[config.mk]
export PLATFORM = sky130hd
export DESIGN_NAME = subtractor_serial_n_flat
export DESIGN_NICKNAME = d
export VERILOG_FILES = /design/src/rtl/subtractor_serial_n_pkg.sv /design/src/rtl/subtractor_serial_n_if.sv /design/src/rtl/subtractor_serial_n_full_subtractor.sv /design/src/rtl/subtractor_serial_n.sv /design/src/flat_wrapper.sv
export SDC_FILE = /design/constraint.sdc
export NUM_CORES = 1
export LEC_CHECK = 0
export ABC_AREA = 1
export CAP_MARGIN = 20
export CORE_MARGIN = 2
export CORE_UTILIZATION = 50
export DETAILED_ROUTE_END_ITERATION = 10
export GPL_TIMING_DRIVEN = 0
export HOLD_SLACK_MARGIN = 0.03
export PLACE_DENSITY_LB_ADDON = 0.3
export SYNTH_ARGS = -nofsm -noshare
export SYNTH_HDL_FRONTEND = slang
export SYNTH_SLANG_ARGS = --single-unit
[constraint.sdc]
create_clock -name clk -period 2.57 [get_ports clk]
set_clock_uncertainty 0.15 [all_clocks]
set_input_delay 0.514 -clock clk [delete_from_list [all_inputs] [get_ports clk]]
set_output_delay 0.514 -clock clk [all_outputs]
set_load 0.01 [all_outputs]
[src/rtl/subtractor_serial_n_pkg.sv]
// -----------------------------------------------------------------------------
// subtractor_pkg
// Shared types and helpers for the bit-serial subtractor.
//   state_t    : control FSM states (S_IDLE, S_BUSY, S_DONE)
//   cnt_width  : bit-position counter width, $clog2(n)+1, so that counting
//                0..n-1 never wraps inside one operation.
// Optional feature macro used by this slice: SUBTRACTOR_ADD_MODE_EN.
// -----------------------------------------------------------------------------
package subtractor_pkg;

    typedef enum logic [1:0] {
        S_IDLE = 2'd0,
        S_BUSY = 2'd1,
        S_DONE = 2'd2
    } state_t;

    function automatic int cnt_width(input int n);
        return $clog2(n) + 1;
    endfunction

endpackage

[src/rtl/subtractor_serial_n_if.sv]
// -----------------------------------------------------------------------------
// subtractor_serial_n_if
// Operand / result handshake bundle for subtractor_serial_n.
//   i_valid, a, b, b_in (and add when SUBTRACTOR_ADD_MODE_EN) : operand side
//   o_ready                                                    : operand accept
//   o_valid, diff, b_out, overflow                             : result side
//   i_ready                                                    : result accept
// modport slave  : the subtractor
// modport master : the producer/consumer driving it
// -----------------------------------------------------------------------------
interface subtractor_serial_n_if #(
    parameter int N = 8
);
`ifdef SUBTRACTOR_ADD_MODE_EN
    logic         add;
`endif
    logic         i_valid;
    logic         o_ready;
    logic [N-1:0] a;
    logic [N-1:0] b;
    logic         b_in;
    logic         o_valid;
    logic         i_ready;
    logic [N-1:0] diff;
    logic         b_out;
    logic         overflow;

    modport slave (
`ifdef SUBTRACTOR_ADD_MODE_EN
        input  add,
`endif
        input  i_valid, a, b, b_in, i_ready,
        output o_ready, o_valid, diff, b_out, overflow
    );

    modport master (
`ifdef SUBTRACTOR_ADD_MODE_EN
        output add,
`endif
        output i_valid, a, b, b_in, i_ready,
        input  o_ready, o_valid, diff, b_out, overflow
    );
endinterface

[src/rtl/subtractor_serial_n_full_subtractor.sv]
// -----------------------------------------------------------------------------
// full_subtractor
// One-bit combinational subtract cell: d = a ^ b ^ bin,
// bo = (~a & b) | (~(a ^ b) & bin).
//   a, b, bin : operand bits and borrow in
//   add       : (SUBTRACTOR_ADD_MODE_EN only) 1 = add; bin/bo then carry
//   d, bo     : difference (or sum) bit and borrow (or carry) out
// In add mode b and the carry sense are inverted around the same borrow
// equations: a - ~b - ~cin = a + b + cin - 2^N, and borrow = ~carry.
// -----------------------------------------------------------------------------
module full_subtractor (
`ifdef SUBTRACTOR_ADD_MODE_EN
    input  logic add,
`endif
    input  logic a,
    input  logic b,
    input  logic bin,
    output logic d,
    output logic bo
);
    logic w_b;
    logic w_bin;
    logic w_bo;

`ifdef SUBTRACTOR_ADD_MODE_EN
    assign w_b   = b ^ add;
    assign w_bin = bin ^ add;
    assign bo    = w_bo ^ add;
`else
    assign w_b   = b;
    assign w_bin = bin;
    assign bo    = w_bo;
`endif

    assign d    = a ^ w_b ^ w_bin;
    assign w_bo = (~a & w_b) | (~(a ^ w_b) & w_bin);
endmodule

[src/rtl/subtractor_serial_n.sv]
// -----------------------------------------------------------------------------
// subtractor_serial_n
// Bit-serial N-bit subtractor: (a - b - b_in) mod 2^N, one bit per clock,
// LSB first. Result ready exactly N edges after the operand accept edge.
//   clk, rst_n : clock, asynchronous active-low reset (aborts any operation)
//   bus        : subtractor_serial_n_if.slave (operand and result handshakes)
// Optional macro SUBTRACTOR_ADD_MODE_EN adds bus.add (sampled at accept)
// selecting a + b + b_in with carry out on b_out.
// -----------------------------------------------------------------------------
module subtractor_serial_n
    import subtractor_pkg::*;
#(
    parameter int N = 8
) (
    input  logic                  clk,
    input  logic                  rst_n,
    subtractor_serial_n_if.slave  bus
);
    localparam int CW = cnt_width(N);
    localparam int IW = $clog2(N);

    state_t         r_state;
    state_t         w_state_next;
    logic [N-1:0]   r_a;
    logic [N-1:0]   r_b;
    logic [N-1:0]   r_diff;
    logic           r_borrow;
    logic           r_b_out;
    logic           r_overflow;
    logic [CW-1:0]  r_count;
    logic           w_last;
    logic           w_d;
    logic           w_bo;
`ifdef SUBTRACTOR_ADD_MODE_EN
    logic           r_add;
`endif

    assign w_last = (r_count == CW'(N - 1));

    full_subtractor u_cell (
`ifdef SUBTRACTOR_ADD_MODE_EN
        .add (r_add),
`endif
        .a   (r_a[r_count[IW-1:0]]),
        .b   (r_b[r_count[IW-1:0]]),
        .bin (r_borrow),
        .d   (w_d),
        .bo  (w_bo)
    );

    // FSM state register
    always_ff @(posedge clk or negedge rst_n) begin
        if (!rst_n) begin
            r_state <= S_IDLE;
        end else begin
            r_state <= w_state_next;
        end
    end

    // FSM next-state logic
    always_comb begin
        w_state_next = r_state;
        case (r_state)
            S_IDLE: begin
                if (bus.i_valid) begin
                    w_state_next = S_BUSY;
                end else begin
                    w_state_next = S_IDLE;
                end
            end
            S_BUSY: begin
                if (w_last) begin
                    w_state_next = S_DONE;
                end else begin
                    w_state_next = S_BUSY;
                end
            end
            S_DONE: begin
                if (bus.i_ready) begin
                    w_state_next = S_IDLE;
                end else begin
                    w_state_next = S_DONE;
                end
            end
            default: w_state_next = S_IDLE;
        endcase
    end

    // Datapath: operand capture, serial shift, result/flag registers
    always_ff @(posedge clk or negedge rst_n) begin
        if (!rst_n) begin
            r_a        <= '0;
            r_b        <= '0;
            r_diff     <= '0;
            r_borrow   <= 1'b0;
            r_b_out    <= 1'b0;
            r_overflow <= 1'b0;
            r_count    <= '0;
`ifdef SUBTRACTOR_ADD_MODE_EN
            r_add      <= 1'b0;
`endif
        end else begin
            case (r_state)
                S_IDLE: begin
                    if (bus.i_valid) begin
                        r_a      <= bus.a;
                        r_b      <= bus.b;
                        r_borrow <= bus.b_in;
                        r_count  <= '0;
`ifdef SUBTRACTOR_ADD_MODE_EN
                        r_add    <= bus.add;
`endif
                    end
                end
                S_BUSY: begin
                    r_diff   <= {w_d, r_diff[N-1:1]};
                    r_borrow <= w_bo;
                    r_count  <= r_count + CW'(1);
                    // r_borrow here is the borrow into the MSB cell, so the
                    // signed-overflow flag is formed on this same edge.
                    if (w_last) begin
                        r_b_out    <= w_bo;
                        r_overflow <= r_borrow ^ w_bo;
                    end
                end
                default: begin
                    r_count <= r_count;
                end
            endcase
        end
    end

    assign bus.o_ready  = (r_state == S_IDLE);
    assign bus.o_valid  = (r_state == S_DONE);
    assign bus.diff     = r_diff;
    assign bus.b_out    = r_b_out;
    assign bus.overflow = r_overflow;
endmodule

[src/flat_wrapper.sv]
// flat-port wrapper written by rule: the top's interface ports become plain ports
module subtractor_serial_n_flat import subtractor_pkg::*;
#(
    parameter int N = 8
)
  (clk, rst_n, bus_i_valid, bus_a, bus_b, bus_b_in, bus_i_ready, bus_o_ready, bus_o_valid, bus_diff, bus_b_out, bus_overflow);
  subtractor_serial_n_if #(.N(N)) bus_i ();
  input  logic clk;
  input  logic rst_n;
  input wire logic [$bits(bus_i.i_valid)-1:0] bus_i_valid;
  input wire logic [$bits(bus_i.a)-1:0] bus_a;
  input wire logic [$bits(bus_i.b)-1:0] bus_b;
  input wire logic [$bits(bus_i.b_in)-1:0] bus_b_in;
  input wire logic [$bits(bus_i.i_ready)-1:0] bus_i_ready;
  output wire logic [$bits(bus_i.o_ready)-1:0] bus_o_ready;
  output wire logic [$bits(bus_i.o_valid)-1:0] bus_o_valid;
  output wire logic [$bits(bus_i.diff)-1:0] bus_diff;
  output wire logic [$bits(bus_i.b_out)-1:0] bus_b_out;
  output wire logic [$bits(bus_i.overflow)-1:0] bus_overflow;
  assign bus_i.i_valid = bus_i_valid;
  assign bus_i.a = bus_a;
  assign bus_i.b = bus_b;
  assign bus_i.b_in = bus_b_in;
  assign bus_i.i_ready = bus_i_ready;
  assign bus_o_ready = bus_i.o_ready;
  assign bus_o_valid = bus_i.o_valid;
  assign bus_diff = bus_i.diff;
  assign bus_b_out = bus_i.b_out;
  assign bus_overflow = bus_i.overflow;
  subtractor_serial_n #(.N(N)) u_core (.clk(clk), .rst_n(rst_n), .bus(bus_i));
endmodule
==> flow_summary.json <==
{
  "max_freq_mhz": 458,
  "min_path_type": "flop to flop",
  "hold_viol_final": 0,
  "power_density_nw_per_um2": 1190,
  "gp_congestion": 0.835,
  "start_util_pct": 52.7,
  "drcViolationCount": 0,
  "final_cell_mix": "nand2_1 (63), dfrtp_1 (33), clkdlybuf4s50_1 (32)",
  "p_comb_share_pct": 49.5,
  "critPathKind": "flop to output pin",
  "diodes": 0,
  "cts_resized": 0,
  "tns_ns": 0,
  "crit_path_end": "bus_o_valid",
  "multi_input_area_sq_um": 608,
  "grt_pass1_wl_microns": 5750,
  "vdd_drop_max_mv": 0.459,
  "required_ns": 1.91,
  "status": "complete, no violations",
  "timing.final.crit_share_pct": 85.0,
  "timing.rr.end": "u_core.bus.overflow",
  "ys_seq_area_share_pct": 51.3,
  "wl_per_cell_microns": 12.5,
  "cp-startpoint": "u_core.r_state[1]",
  "clkPwrFrac_pct": 13.3,
  "synthMuxAreaShare_pct": 0,
  "drt_iter0_drc": 35,
  "seq_area_sq_um": 826,
  "firstDrtPassIters": 5,
  "synth.area.top_cells": "dfrtp_1 (51%), nand2_1 (15%), o21ai_2 (8.7%)",
  "slew_viol_final": 0,
  "grt_max_degree": 18,
  "critPathBufInv": 2,
  "critPathLaunchType": "flop",
  "nNetsFinal": 246,
  "synth_seq_cells": 33,
  "p_leak_nw": 1.00,
  "cts_max_level": 2,
  "maxCapViolations": 0,
  "path_cells": "inv_1 > nor2_1 > clkdlybuf4s50_1",
  "grt_pass1_vias": 1301,
  "regToRegSetupSlack_ns": 0.54,
  "synthCells": 183,
  "rsz0062_at_grt": "no",
  "vias_per_cell": 4.80,
  "root_buffer": "clkbuf_4",
  "synth_xor_area_share_pct": 0.544,
  "antenna_found_initial": 0,
  "synth_fp_nets": 206,
  "end_kind": "output pin",
  "crit_arrival_ns": 1.52,
  "rr_worst_depth": 9,
  "syn_area_sq_um": 1610,
  "num_vias": 1286,
  "avgSynthCellArea_sq_um": 8.79,
  "post_cts_buffers": 0,
  "netSwitchingPower_w": 0.000991,
  "worst_slew_pin_slew_ns": 0.852,
  "yosysTopAreaCell": "dfrtp_1",
  "cts_tree": "done",
  "synth-compound-area-share_pct": 14.2,
  "gr-total-overflow": 0,
  "yosys.area_share.simple_pct": 21.1,
  "internal-power_w": 0.00148,
  "yosysUniqueCellTypes": 23,
  "yosysWarningCount": 0,
  "die_h_microns": 60.7,
  "slew_headroom_pct": 43.1,
  "worst_path_largest_cell_delay_ns": 0.54,
  "whs_ns": 0.345,
  "drive_gt1_share_pct": 17.0,
  "p_seq_share_pct": 37.2,
  "ant_nets": 0,
  "final_common_cell": "nand2_1",
  "core_area_sq_um": 3050,
  "fillers": 271,
  "port_buffers": 32,
  "synth_top_cell_area_share_pct": 51.3,
  "timing.rr.start": "u_core.r_count[0]",
  "cts_max_path_buffers": 2,
  "synthAdderAreaFrac_pct": 2.02,
  "dp_hpwl_microns": 2480,
  "track_usage_pct": 21.9,
  "cts_hold_buf": 0,
  "crit_family": "buffers and inverters",
  "wirelength_microns": 3350,
  "die_w_microns": 60.7,
  "path_clk_slew_ns": 0.10,
  "cts_made_buffers": 5,
  "cp.depth": 3,
  "num_rows": 20,
  "crit_fanout": 3,
  "fin_crit_ns": 2.18,
  "ios": 33,
  "clock-sinks": 33,
  "p_sw_share_pct": 40.0,
  "crit_slowest_cell": "clkdlybuf4s50_1",
  "dpl_cell_area_sq_um": 2010,
  "final_area_sq_um": 2080,
  "clock_latency_ns": 0.33,
  "setup_violations": 0,
  "synth_top_family_by_area": "simple AND/OR/NAND/NOR gates",
  "die-area_sq_um": 3690,
  "area_delta_synth_final_pct": 29.4
}
[power groups by stage]
stage	clock (W)	combinational (W)	sequential, W
2_1_floorplan	0	0.000815	0.000930
3_3_place_gp	0	0.00116	0.000914
3_5_place_dp	0	0.00122	0.000932
4_1_cts	0.000335	0.00124	0.000920
5_1_grt	0.000365	0.00139	0.000952
6_report	0.000329	0.00123	0.000920
[worst min-delay path by stage]
stage | from | endpoint | slack, ns | cells after the start
global placement | u_core.bus.diff[0] | u_core.bus.diff[0] | 0.30 | 2
global route | u_core.r_b[4] | u_core.r_b[4] | 0.39 | 2
finish | u_core.r_b[4] | u_core.r_b[4] | 0.35 | 2
detailed placement | u_core.r_b[4] | u_core.r_b[4] | 0.32 | 2
floorplan | rst_n | u_core.bus.b_out | 0.07 | 0
CTS | u_core.r_b[4] | u_core.r_b[4] | 0.35 | 2
[tightest hold or removal path: stages (launching register included)]
cell,delay [ns]
dfrtp_1,0.36
nand2_1,0.05
nand2_1,0.06
[cell type report]
| class | count | share of cell area (%) |
|---|---|---|
| plain buffers | 5 | 3.25 |
| clock buffers | 7 | 3.12 |
| clock inverters | 1 | 0.240 |
| inverters | 28 | 5.17 |
| multi-input cells | 117 | 29.2 |
| flip-flops and latches | 33 | 39.7 |
| well taps | 44 | 2.64 |
| repair buffers | 33 | 16.7 |
[registers in the layout (all words and copies together), names as in the netlist]
signal,count
u_core.bus.b_out,1
u_core.r_a,8
u_core.r_b,8
u_core.r_state,2
u_core.bus.diff,8
u_core.bus.overflow,1
u_core.r_borrow,1
u_core.r_count,4
[synth_stat cells]
master,number
a21oi_1,1
nor2_4,1
o211ai_1,1
nor2_2,1
ha_1,1
nand2_2,2
o22ai_2,1
o31ai_1,1
o21ai_2,16
inv_1,25
o21ai_0,9
inv_4,1
buf_6,2
fa_1,1
o21ai_1,2
nand2_1,63
nand3_1,10
xor2_1,1
buf_12,2
nor2_1,6
dfrtp_1,33
buf_2,1
inv_2,2
[per-layer routing]
metal	vias to the layer above	share of wire (%)	global-route usage [%]
li1	649	-	-
met3	5	5.0	7.04
met5	-	0	0
met1	598	42	25.7
met4	0	1.9	8.39
met2	34	52	37.5
[per-stage QoR]
stage                     setup slack, ns  cells  util [%]  power, W
after floorplan                     0.780    183         -   0.00175
after global placement              0.288    259      65.0   0.00208
after CTS                           0.380    268      68.2   0.00250
after global routing                0.245    268      68.2   0.00271
after detailed placement            0.594    260      65.9   0.00215
final                               0.386    268      68.2   0.00248
[cell families after synthesis]
kind of cell             count (synthesis)
AO/OA/AOI/OAI                           31
AND/OR/NAND/NOR                         83
flip-flops                              33
XOR/XNOR                                 1
buffers and inverters                   33
adder cells (fa/ha/maj)                  2
(Power assumes the default switching activity.)
